### src/rtl/cam_pattern_gen.sv
// Camera test-pattern source: framed LANES-wide pixel words with a parallel sync-code channel.
// Outputs are registered, so they trail the internal line/frame state machine by one cycle.
module cam_pattern_gen #(
  parameter int LANES            = 4,
  parameter int PIX_BITS         = 8,
  parameter int COLS             = 64,
  parameter int ROWS             = 32,
  parameter int LINE_GAP         = 4,
  parameter int INTERFRAME_WORDS = 142
) (
  input  logic                      c,
  input  logic                      rst_n,
  input  logic                      enable,
  input  logic                      trig_mode,
  input  logic                      trigger,
  input  logic [1:0]                pattern,
  input  logic [PIX_BITS-1:0]       const_val,
  output logic [LANES*PIX_BITS-1:0] data,
  output logic [7:0]                sync,
  output logic                      busy,
  output logic                      frame_done,
  output logic [15:0]               frame_cnt,
  output logic [15:0]               trig_missed
);

  localparam logic [7:0] SYNC_TR  = 8'h3A;
  localparam logic [7:0] SYNC_FS  = 8'hAA;
  localparam logic [7:0] SYNC_LS  = 8'h2A;
  localparam logic [7:0] SYNC_IMG = 8'h35;
  localparam logic [7:0] SYNC_LE  = 8'h0A;
  localparam logic [7:0] SYNC_FE  = 8'h4A;

  localparam logic [15:0] WORD_LAST = 16'(COLS / LANES - 1);
  localparam logic [15:0] ROW_LAST  = 16'(ROWS - 1);
  localparam logic [15:0] GAP_LAST  = 16'(LINE_GAP - 1);
  localparam logic [15:0] IFG_LAST  = 16'(INTERFRAME_WORDS - 1);

  typedef enum logic [2:0] {IDLE, SOL, PIX, EOL, GAP, IFG} state_t;

  state_t              state, state_n;
  logic [15:0]         cnt, cnt_n;
  logic [15:0]         row, row_n;
  logic                trig_q;
  logic                armed;
  logic                trig_rise;
  logic                start;
  logic                done_now;
  logic [1:0]          pat_q;
  logic [PIX_BITS-1:0] cval_q;
  logic [LANES*PIX_BITS-1:0] pix_word;
  logic [15:0]         col;
  logic [PIX_BITS-1:0] px;
  logic [7:0]          sync_code;

  // armed stays low for the first cycle after reset so a trigger held high through reset is not an edge
  assign trig_rise = trigger & ~trig_q & armed;
  assign start     = (state == IDLE) && enable && (!trig_mode || trig_rise);
  assign done_now  = (state == IFG) && (cnt == IFG_LAST);

  always_ff @(posedge c or negedge rst_n) begin
    if (!rst_n) begin
      state  <= IDLE;
      cnt    <= '0;
      row    <= '0;
      trig_q <= 1'b0;
      armed  <= 1'b0;
      pat_q  <= '0;
      cval_q <= '0;
    end else begin
      state  <= state_n;
      cnt    <= cnt_n;
      row    <= row_n;
      trig_q <= trigger;
      armed  <= 1'b1;
      if (start) begin
        pat_q  <= pattern;
        cval_q <= const_val;
      end
    end
  end

  always_comb begin
    state_n = state;
    cnt_n   = cnt;
    row_n   = row;
    case (state)
      IDLE: if (start) begin
        state_n = SOL;
        cnt_n   = '0;
        row_n   = '0;
      end
      SOL: begin
        state_n = PIX;
        cnt_n   = '0;
      end
      PIX: if (cnt == WORD_LAST) begin
        state_n = EOL;
        cnt_n   = '0;
      end else begin
        cnt_n = cnt + 16'd1;
      end
      EOL: if (row == ROW_LAST) begin
        state_n = IFG;
        cnt_n   = '0;
      end else if (LINE_GAP == 0) begin
        state_n = SOL;
        row_n   = row + 16'd1;
      end else begin
        state_n = GAP;
        cnt_n   = '0;
      end
      GAP: if (cnt == GAP_LAST) begin
        state_n = SOL;
        cnt_n   = '0;
        row_n   = row + 16'd1;
      end else begin
        cnt_n = cnt + 16'd1;
      end
      IFG: if (cnt == IFG_LAST) begin
        state_n = IDLE;
        cnt_n   = '0;
      end else begin
        cnt_n = cnt + 16'd1;
      end
      default: state_n = IDLE;
    endcase
  end

  always_comb begin
    pix_word = '0;
    col      = '0;
    px       = '0;
    for (int n = 0; n < LANES; n++) begin
      col = cnt * 16'(LANES) + 16'(n);
      case (pat_q)
        2'd0:    px = PIX_BITS'(row + col);
        2'd1:    px = (row[3] ^ col[3]) ? '1 : '0;
        2'd2:    px = PIX_BITS'(frame_cnt);
        default: px = cval_q;
      endcase
      pix_word[n*PIX_BITS +: PIX_BITS] = px;
    end
  end

  always_comb begin
    case (state)
      SOL:     sync_code = (row == 16'd0) ? SYNC_FS : SYNC_LS;
      PIX:     sync_code = SYNC_IMG;
      EOL:     sync_code = (row == ROW_LAST) ? SYNC_FE : SYNC_LE;
      default: sync_code = SYNC_TR;
    endcase
  end

  always_ff @(posedge c or negedge rst_n) begin
    if (!rst_n) begin
      data        <= '0;
      sync        <= SYNC_TR;
      busy        <= 1'b0;
      frame_done  <= 1'b0;
      frame_cnt   <= '0;
      trig_missed <= '0;
    end else begin
      data       <= (state == PIX) ? pix_word : '0;
      sync       <= sync_code;
      busy       <= (state != IDLE);
      frame_done <= done_now;
      if (done_now)
        frame_cnt <= frame_cnt + 16'd1;
      if (trig_rise && (state != IDLE) && (trig_missed != 16'hFFFF))
        trig_missed <= trig_missed + 16'd1;
    end
  end

endmodule

### config.mk
export PLATFORM = sky130hd
export DESIGN_NAME = cam_pattern_gen
export DESIGN_NICKNAME = d
export VERILOG_FILES = /design/src/rtl/cam_pattern_gen.sv
export SDC_FILE = /design/constraint.sdc
export NUM_CORES = 1
export LEC_CHECK = 0
export ABC_AREA = 1
export CORE_ASPECT_RATIO = 1.2
export CORE_MARGIN = 1.5
export CORE_UTILIZATION = 58
export CTS_BUF_LIST = sky130_fd_sc_hd__clkbuf_8
export DETAILED_ROUTE_END_ITERATION = 7
export GPL_ROUTABILITY_DRIVEN = 1
export MAX_ROUTING_LAYER = met4
export PLACE_DENSITY = 0.83
export SLEW_MARGIN = 10
export SYNTH_ARGS = -nofsm -noshare
export SYNTH_HDL_FRONTEND = slang
export SYNTH_SLANG_ARGS = --single-unit
### constraint.sdc
create_clock -name c -period 2.3 [get_ports c]
set_input_delay 0.23 -clock c [delete_from_list [all_inputs] [get_ports c]]
set_output_delay 0.23 -clock c [all_outputs]
set_load 0.01 [all_outputs]
==> flow_summary.yaml <==
clock_tree:
  numCtsBuffers: 17
  clockRootBuffer: "clkbuf_8"
  clock_path_buffers: 2
  post-cts-setup-buffers: 0
  clk_pin_slew_ns: 0.07
  h-tree-depth: 4
  cts_tree: "yes"
  cts.sink_count: 117
  clk_latency_ns: 0.45
power_and_ir_drop:
  peakVddDrop_uv: 344.3
  power_density_mw_per_mm2: 567.0
  p_leak_uw: 0.004083
placed_design:
  io_buffers: 88
  place_congestion: 0.9088
  hpwl_um: 11620
  dp.cells: 1163
route:
  ant_nets: 0
  avgViaCountPerCell: 5.395
  drc: 0
  drt_iter0_markers: 461
  routed_wl_um: 16520
  first_pass_iters: 5
  wire_per_inst_um: 13.82
  num_vias: 6452
critical_path:
  crit_chain: "ha_1, o21ai_0, inv_1, a21oi_1, o21ai_0, inv_1, nor2_1"
  required_ns: 2.62
  cp_top_family: "compound AO/OA/AOI/OAI gates"
  end_kind: "register"
  crit_slowest_cell: "ha_1"
  cp-startpoint: "row[3]$_DFFE_PN0P_"
  worstReg2RegStart: "row[3]$_DFFE_PN0P_"
  path_class: "reg2reg"
  cp.arrival_ns: 2.32
  critPathBufInv: 2
  crit_path_max_incr_delay_ns: 0.47
  crit_path_start_kind: "register"
  cp_max_fo: 13
die:
  die_w_um: 102.0
  die_y_um: 121.8
  start_util_pct: 59.20
  rows: 43
  coreArea_mm2: 0.01151
  io_pins: 89
  die_area_mm2: 0.01241
timing:
  hold_violations: 0
  rsz0062_at_grt: "no"
  worstMarginPinSlew_ns: 0.7006
  post-route-period-util_pct: 87.23
  relSlewSlack_pct: 52.80
  skew_ns: 0.01038
  period_minus_slack_ns: 2.006
  slew_violations: 0
  fmaxAchievable_mhz: 498.4
  setup_tns_ns: 0
  setup_violations: 0
synthesis:
  ys_top_cells_by_count: "275 x nand2_1, 114 x dfrtp_1, 109 x inv_1, 87 x nand3_1, 85 x nor2_1"
  yosysTopAreaCell: "dfrtp_1"
  synthAdderAreaFrac_pct: 3.047
  synth_cell_types: 38
  synth.most_common_cell: "nand2_1"
  synth_top_family_by_area: "simple AND/OR/NAND/NOR gates"
  syn_inst: 935
  synthFlopType: "dfrtp_1"
  yosys.area_share.xor_xnor_pct: 3.469
  syn_nets: 966
  synth-compound-area-share_pct: 9.820
  synth_warnings: 0
  synth_area_mm2: 0.006817
  ys_ff_latch: 117
  synth.area.mux_share_pct: 0
  ys_seq_area_share_pct: 43.01
  synth_edf_count: 0
  synth_area_leaders: "dfrtp_1 42%, nand2_1 15%, nand3_1 6.4%, inv_1 6.0%, nor2_1 4.7%"
  yosys.area_share.simple_pct: 31.81
  synth_area_per_cell_um2: 7.290
  synthDominantCellAreaShare_pct: 41.85
  postSynth.asyncResetShare_pct: 100.0
global_route:
  grt_max_degree: 55
  globalRouteOverflowTotal: 0
  track_usage_pct: 28.89
  grt_pass1_wl_um: 27370
  antenna_found_initial: 0
  first_global_vias: 5944
finish:
  drive_gt1_share_pct: 5.967
  areaGrowthSynthToFinish_pct: 21.46
  nets: 1057
  n_antenna_cell: 0
  fill_cells: 938
  multi_input_area_mm2: 0.003286
  regArea_mm2: 0.002932
  stdcell_count: 1196
run:
  cap_violations: 0
hold_path:
  hold_path_class: "in2reg"
  min_from: "trigger"
outcome:
  outcome: "finished clean"
[timing repair]
| item | in CTS | in global routing |
|---|---|---|
| hold endpoints to repair | 39 | 0 |
| gates resized for setup | 0 | 0 |
| hold buffers | 1 | 0 |
[layer usage]
layer  routed length [um]  track usage [%]  up-vias
met4                  327            10.36        0
li1                     -                -     3199
met5                    0                -        -
met1                 6918            36.86     2960
met2                 8135            46.23      256
met3                 1143            5.106       37
[layout make-up]
cell class	count	area share, %
timing repair buffer	98	11.70
multi-input combinational	678	39.69
inverter	114	5.199
sequential	117	35.41
tap	157	2.373
clock inverter	13	2.478
clock buffer	19	3.159
[registers in the layout (all words and copies together) (netlist names)]
register,count
busy,1
frame_done,1
data,30
cnt,16
trig_missed,16
row,16
frame_cnt,16
sync,6
armed,1
state,3
trig_q,1
cval_q,8
pat_q,2
[layout by cell type, fill, tap and decap left out, types with 4 or more instances in the layout]
| master | synthesis | routed |
|---|---|---|
| xor2_1 | 19 | 19 |
| inv_2 | 4 | 4 |
| buf_4 | 5 | 9 |
| dfrtp_1 | 114 | 114 |
| xnor2_1 | 8 | 8 |
| nand4_1 | 24 | 24 |
| clkbuf_8 | 0 | 19 |
| a21oi_1 | 49 | 49 |
| nand3_1 | 87 | 87 |
| o21ai_1 | 12 | 12 |
| nor2_1 | 85 | 85 |
| clkdlybuf4s50_1 | 0 | 87 |
| nand2_1 | 275 | 275 |
| inv_1 | 109 | 110 |
| ha_1 | 15 | 15 |
| bufinv_16 | 0 | 5 |
| o21ai_0 | 61 | 61 |
| nor3_1 | 13 | 13 |
[logic make-up (layout without fill, tap and decap cells)]
logic type,Yosys count,count (layout)
AOI/OAI and AO/OA,130,130
xor gates and xnor gates,27,27
adders and majority gates,16,16
buffers and inverters,140,244
DFF,117,117
other,1,1
and+or+nand+nor,504,504
[power breakdown]
part	total, uW	switching, uW	internal, uW
Clock	2230	883	1340
Combinational	302	145	157
Sequential	2170	58.9	2110
Total	4690	1090	3610
[worst paths after layout]
path                                               to  slack [ns]  depth (start not counted)
worst max-delay path                data[5]$_DFF_PN0_        0.29                          7
worst min-delay path                 trig_q$_DFF_PN0_        0.25                          1
worst max register to register      data[5]$_DFF_PN0_        0.29                          7
worst min register to register  cval_q[6]$_DFFE_PN0P_        0.48                          2
max in group asynchronous          cnt[0]$_DFFE_PN0P_        1.27                          3
min in group asynchronous          cnt[4]$_DFFE_PN0P_        0.31                          2
[per-stage QoR]
stage | util, % | area, um2 | setup WS (ns) | hold WS (ns) | power, uW
after global placement | 67.77 | 7802 | 0.4035 | 0.2591 | 2500
after CTS | 71.91 | 8279 | 0.3362 | 0.2451 | 4714
final | 71.91 | 8279 | 0.2937 | 0.2513 | 4694
after floorplan | - | 6817 | 0.5355 | -0.06559 | 2319
after global routing | 71.91 | 8279 | 0.08778 | 0.2656 | 4852
after detailed placement | 67.77 | 7802 | 0.3485 | 0.2597 | 2512
Power figures use the tool's default switching activity.
